--- config.mk ---
export PLATFORM = sky130hd
export DESIGN_NAME = fnd_scan_controller
export DESIGN_NICKNAME = d
export VERILOG_FILES = /design/src/rtl/fnd_scan_controller.sv
export SDC_FILE = /design/constraint.sdc
export NUM_CORES = 1
export LEC_CHECK = 0
export ABC_AREA = 1
export BUFFER_PORTS_ARGS = -buffer_cell sky130_fd_sc_hd__buf_2
export CAP_MARGIN = 30
export CORE_MARGIN = 4
export CORE_UTILIZATION = 30
export CTS_CLUSTER_SIZE = 25
export DETAILED_ROUTE_END_ITERATION = 7
export HOLD_SLACK_MARGIN = 0.03
export MAX_ROUTING_LAYER = met4
export PLACE_DENSITY = 0.5
export SLEW_MARGIN = 30
export SYNTH_ARGS = -nofsm -noshare
export SYNTH_HDL_FRONTEND = slang
export SYNTH_SLANG_ARGS = --single-unit
--- constraint.sdc ---
create_clock -name clk -period 2.75 [get_ports clk]
set_clock_uncertainty 0.15 [all_clocks]
set_input_delay 0.4125 -clock clk [delete_from_list [all_inputs] [get_ports clk]]
set_output_delay 0.4125 -clock clk [all_outputs]
set_load 0.1 [all_outputs]
--- src/rtl/fnd_scan_controller.sv ---
// Multi-digit common-anode 7-segment scan controller with a sequential double-dabble BCD converter.
// Optional feature: define FND_LZ_BLANK_EN to blank leading zeros (ones digit always shown).
module fnd_scan_controller #(
  parameter int DATA_W  = 14,
  parameter int DIGITS  = 4,
  parameter int CLK_HZ  = 100_000_000,
  parameter int SCAN_HZ = 1000
) (
  input  logic              clk,
  input  logic              reset,
  input  logic [DATA_W-1:0] data,
  input  logic              load,
  input  logic [DIGITS-1:0] dp_mask,
  output logic              busy,
  output logic              ovf,
  output logic [DIGITS-1:0] fnd_com,
  output logic [7:0]        fnd_data
);

  // Nibbles needed for the full conversion of 2^DATA_W-1, plus one, and never fewer than DIGITS.
  function automatic int calc_nib(input int w, input int d);
    longint unsigned maxv;
    int n;
    maxv = (64'd1 << w) - 64'd1;
    n = 0;
    while (maxv != 0) begin
      n++;
      maxv = maxv / 10;
    end
    n = n + 1;
    if (n < d) n = d;
    return n;
  endfunction

  function automatic logic [7:0] seg_decode(input logic [3:0] nib);
    case (nib)
      4'd0:    return 8'hc0;
      4'd1:    return 8'hf9;
      4'd2:    return 8'ha4;
      4'd3:    return 8'hb0;
      4'd4:    return 8'h99;
      4'd5:    return 8'h92;
      4'd6:    return 8'h82;
      4'd7:    return 8'hf8;
      4'd8:    return 8'h80;
      4'd9:    return 8'h90;
      default: return 8'hff;
    endcase
  endfunction

  localparam int SCAN_DIV = CLK_HZ / SCAN_HZ;
  localparam int PRE_W    = $clog2(SCAN_DIV);
  localparam int IDX_W    = (DIGITS > 1) ? $clog2(DIGITS) : 1;
  localparam int CNT_W    = $clog2(DATA_W + 1);
  localparam int NIB      = calc_nib(DATA_W, DIGITS);
  localparam int BCD_W    = NIB * 4;

  typedef enum logic [1:0] {IDLE, SHIFT, COMMIT} state_t;

  state_t                   state, state_nx;
  logic [DATA_W-1:0]        shreg;
  logic [BCD_W-1:0]         bcd;
  logic [BCD_W-1:0]         bcd_adj;
  logic [CNT_W-1:0]         bit_cnt;
  logic [DIGITS-1:0]        dp_lat;
  logic                     upper_nz;

  logic [DIGITS-1:0][3:0]   disp;
  logic [DIGITS-1:0]        disp_dp;
  logic [PRE_W-1:0]         presc;
  logic [IDX_W-1:0]         idx;
  logic [7:0]               seg;

  // NOTE: state registers use non-blocking assignments so every flop samples pre-edge values.
  always_ff @(posedge clk or posedge reset) begin
    if (reset) state <= IDLE;
    else       state <= state_nx;
  end

  // NOTE: every combinational output gets a default first, so no path can infer a latch.
  always_comb begin
    state_nx = state;
    case (state)
      IDLE:    if (load) state_nx = SHIFT;
      SHIFT:   if (bit_cnt == CNT_W'(1)) state_nx = COMMIT;
      COMMIT:  state_nx = IDLE;
      default: state_nx = IDLE;
    endcase
  end

  assign busy = (state != IDLE);

  always_comb begin
    bcd_adj = bcd;
    for (int i = 0; i < NIB; i++) begin
      if (bcd[i*4 +: 4] >= 4'd5) bcd_adj[i*4 +: 4] = bcd[i*4 +: 4] + 4'd3;
    end
  end

  // Any nonzero nibble above the displayed ones means the value exceeds 10^DIGITS-1.
  always_comb begin
    upper_nz = 1'b0;
    for (int i = DIGITS; i < NIB; i++) begin
      upper_nz = upper_nz | (|bcd[i*4 +: 4]);
    end
  end

  always_ff @(posedge clk or posedge reset) begin
    if (reset) begin
      shreg   <= '0;
      bcd     <= '0;
      bit_cnt <= '0;
      dp_lat  <= '0;
    end else begin
      case (state)
        IDLE: if (load) begin
          shreg   <= data;
          dp_lat  <= dp_mask;
          bcd     <= '0;
          bit_cnt <= CNT_W'(DATA_W);
        end
        SHIFT: begin
          {bcd, shreg} <= {bcd_adj, shreg} << 1;
          bit_cnt      <= bit_cnt - 1'b1;
        end
        default: ;
      endcase
    end
  end

  // Display register only changes on COMMIT, so partial conversions are never visible.
  always_ff @(posedge clk or posedge reset) begin
    if (reset) begin
      disp    <= '0;
      disp_dp <= '0;
      ovf     <= 1'b0;
    end else if (state == COMMIT) begin
      disp    <= bcd[DIGITS*4-1:0];
      disp_dp <= dp_lat;
      ovf     <= upper_nz;
    end
  end

  always_ff @(posedge clk or posedge reset) begin
    if (reset) begin
      presc <= '0;
      idx   <= '0;
    end else if (presc == PRE_W'(SCAN_DIV - 1)) begin
      presc <= '0;
      idx   <= (idx == IDX_W'(DIGITS - 1)) ? '0 : idx + 1'b1;
    end else begin
      presc <= presc + 1'b1;
    end
  end

`ifdef FND_LZ_BLANK_EN
  logic [DIGITS-1:0] blank;
  logic              seen_nz;

  always_comb begin
    blank   = '0;
    seen_nz = 1'b0;
    for (int i = DIGITS - 1; i >= 0; i--) begin
      blank[i] = !seen_nz && (disp[i] == 4'd0);
      seen_nz  = seen_nz || (disp[i] != 4'd0);
    end
  end
`endif

  always_comb begin
    seg = ovf ? 8'hbf : seg_decode(disp[idx]);
`ifdef FND_LZ_BLANK_EN
    if (!ovf && (idx != '0) && blank[idx]) seg = 8'hff;
`endif
    if (disp_dp[idx]) seg[7] = 1'b0;
  end

  assign fnd_data = seg;
  assign fnd_com  = ~(DIGITS'(1) << idx);

endmodule

==> flow_summary.toml <==
[place]
io_buffers = 34
placed_cells = 827
gp_congestion = 0.8704
dp_hpwl_um = 7416

[floorplan]
core_area_um2 = 15430
die_area_um2 = 18020
dieWidth_um = 134.2
initial_utilization_pct = 30.99
chipHeight_um = 134.2
ios = 35
rows = 45

[setup_path]
r2r-start = "state[0]"
crit_type = "reg -> out"
r2r_setup_slack_ps = 770
reg2reg_depth = 5
endpoint_kind = "output port"
reg2reg_to = "shreg[3]"
crit_path_max_fanout = 12
crit_path_start_kind = "flip-flop"
required_ps = 2190
cp.arrival_ps = 2020

[clock_tree]
cts.sinks = 88
clk_path_buf_depth = 2
ctsHoldBuffers = 0
cts_buffers = 9
path_clk_slew_ps = 70
tritoncts = "done"
clock_latency_ps = 340
cts_max_level = 3
root_buffer = "clkbuf_16"

[cells_and_area]
diodes = 0
final_cells = 843
drive_gt1_share_pct = 14.56
syn_to_final_growth_pct = 17.61
nets = 675

[timing]
finalSetupTns_ps = 0
setup_violations = 0
drv_slew = 0
max_slew_margin_pct = 53.93
fmax_mhz = 386.6
rsz0062_at_grt = "no"
hold_violations = 0
worst_pin_slew_ps = 689.5
period_share_pct = 94.06
period_minus_slack_ps = 2587

[drt]
dr.pass1.iters = 6
dr_total_vias = 3834
drt_iter0_drc = 256
wire_per_inst_um = 12.41
routed_wirelength_um = 10460
remaining_drc_errors = 0
via_per_inst = 4.548
antenna_left = 0

[global_routing]
grt_max_degree = 39
grt_overflow = 0
antenna_found_initial = 0
grt_pass1_wl_um = 17970
grt_pass1_vias = 3731
grtUsageTotal_pct = 12.55

[yosys]
synth-edff-count = 0
syn-cell-area_um2 = 4781
synth_ff_type = "dfrtp_1"
ys_seq_elements = 88
synthArstFlopShare_pct = 100.0
yosys_warnings = 0
synth_nets = 641
synth_seq_area_share_pct = 46.06
ys_types = 35
synthCells = 593
syn_avg_cell_area_um2 = 8.062

[hold_path]
holdCritPathClass = "in -> async"

[power_and_ir_drop]
ir_drop_v = 0.0005957
leakage_nw = 2.845
p_per_area_nw_per_um2 = 1001

[status]
status = "completed"

[job]
drv_cap = 0
-- worst max path at each step --
stage / startpoint / end / slack (ps)
final: idx[0] / fnd_data[5] / 160
after global routing: idx[0] / fnd_data[5] / 20
after CTS: idx[1] / fnd_data[5] / 50
after detailed placement: idx[1] / fnd_data[5] / 430
after global placement: idx[1] / fnd_data[5] / 520
after floorplan: idx[0] / fnd_data[7] / 130
-- cells in the mapped netlist, types with 4 or more instances --
master	n	share of area, %
nand3_1	44	4.6
xor2_1	8	1.5
nand2_1	153	12
o21ai_0	53	5.5
nand2_4	4	0.94
nor3_1	10	1.0
a21oi_1	12	1.3
a211oi_1	6	0.94
inv_2	7	0.55
o22ai_1	5	0.65
nor2_1	45	3.5
nand2_2	9	1.2
nor2_2	5	0.65
ha_1	27	7.1
dfrtp_1	88	46
inv_1	76	6.0
buf_2	10	1.0
-- repair_timing --
action                                  in CTS  in global routing
endpoints found under the setup margin       0                  5
hold endpoints to repair                     0                  0
buffers inserted                             0                  0
gates resized for setup                      0                  6
-- final cells by class --
class                           instances  area, µm²
Sequential cell                        88       2203
Tap cell                              211      264.0
Clock buffer                           12      256.5
Clock inverter                          4      76.32
Multi-Input combinational cell        406       2172
Inverter                               84      329.1
Timing Repair Buffer                   38      321.6
Fill cell                            1640       9804
-- metal layers --
layer  track usage, %  vias to the layer above  wire, µm
met5                -                        -         0
met3            3.563                        7       390
li1                 -                     1964         -
met2            19.58                       62      4783
met1            16.33                     1801      5188
met4            2.771                        0        95
-- critical path: stages, from the launching register on --
cell      delay [ps]
dfrtp_1          410
buf_6            160
nand2_1           70
nand3_1           90
nand2_2          130
inv_1             90
ha_1             190
nand3b_1         160
nand3_1          100
nand3_2           90
buf_12           180
-- per-stage QoR --
step | setup WS (ps) | total power, mW | hold slack (ps) | area, µm² | util, %
after floorplan | 130.7 | 3.784 | 279.1 | 4787 | -
after global placement | 520.1 | 4.232 | 301.9 | 5273 | 34.18
after detailed placement | 433.1 | 4.297 | 312.7 | 5273 | 34.18
after CTS | 50.48 | 5.684 | 43.08 | 5605 | 36.33
after global routing | 21.70 | 6.163 | 69.22 | 5623 | 36.45
final | 163.3 | 5.628 | 24.91 | 5623 | 36.45
-- state kept, by name, summed over array words and instances, names as in the netlist --
signal	count
idx	2
bit_cnt	4
disp	16
presc	17
dp_lat	4
shreg	14
state	2
ovf	1
bcd	24
disp_dp	4
-- logic make-up after synthesis --
kind of cell,count (synthesis),synth area share [%]
flops,88,46.06
simple gates,282,26.09
xor+xnor,8,1.466
compound gates,89,10.60
fa+ha+maj,27,7.066
buf+inv,99,8.715
-- cells in the final DEF (no fill, tap or decap), drive strengths merged --
cell type,Yosys,layout
clkinvlp,0,2
o211ai,3,3
xor2,8,8
nand4,3,3
a22oi,1,1
nor3,10,10
a21o,1,1
bufinv,0,2
dfrtp,88,88
inv,83,82
a21oi,12,12
nand3,46,46
o21ai,55,55
o21bai,1,1
o32ai,3,3
nand3b,3,3
ha,27,27
o31ai,1,1
or2,1,1
clkbuf,1,12
clkinv,1,2
o22ai,5,5
nand2,166,166
a211oi,7,7
nor2,53,53
buf,14,38
-- report_power, final --
group | switching (mW) | total, mW | leakage (nW) | internal [mW]
clock network | 0.508 | 1.36 | 0.159 | 0.848
registers | 0.273 | 2.03 | 1.09 | 1.76
logic | 1.49 | 2.24 | 1.59 | 0.751
total | 2.27 | 5.63 | 2.85 | 3.36
Power figures use the tool's default switching activity.
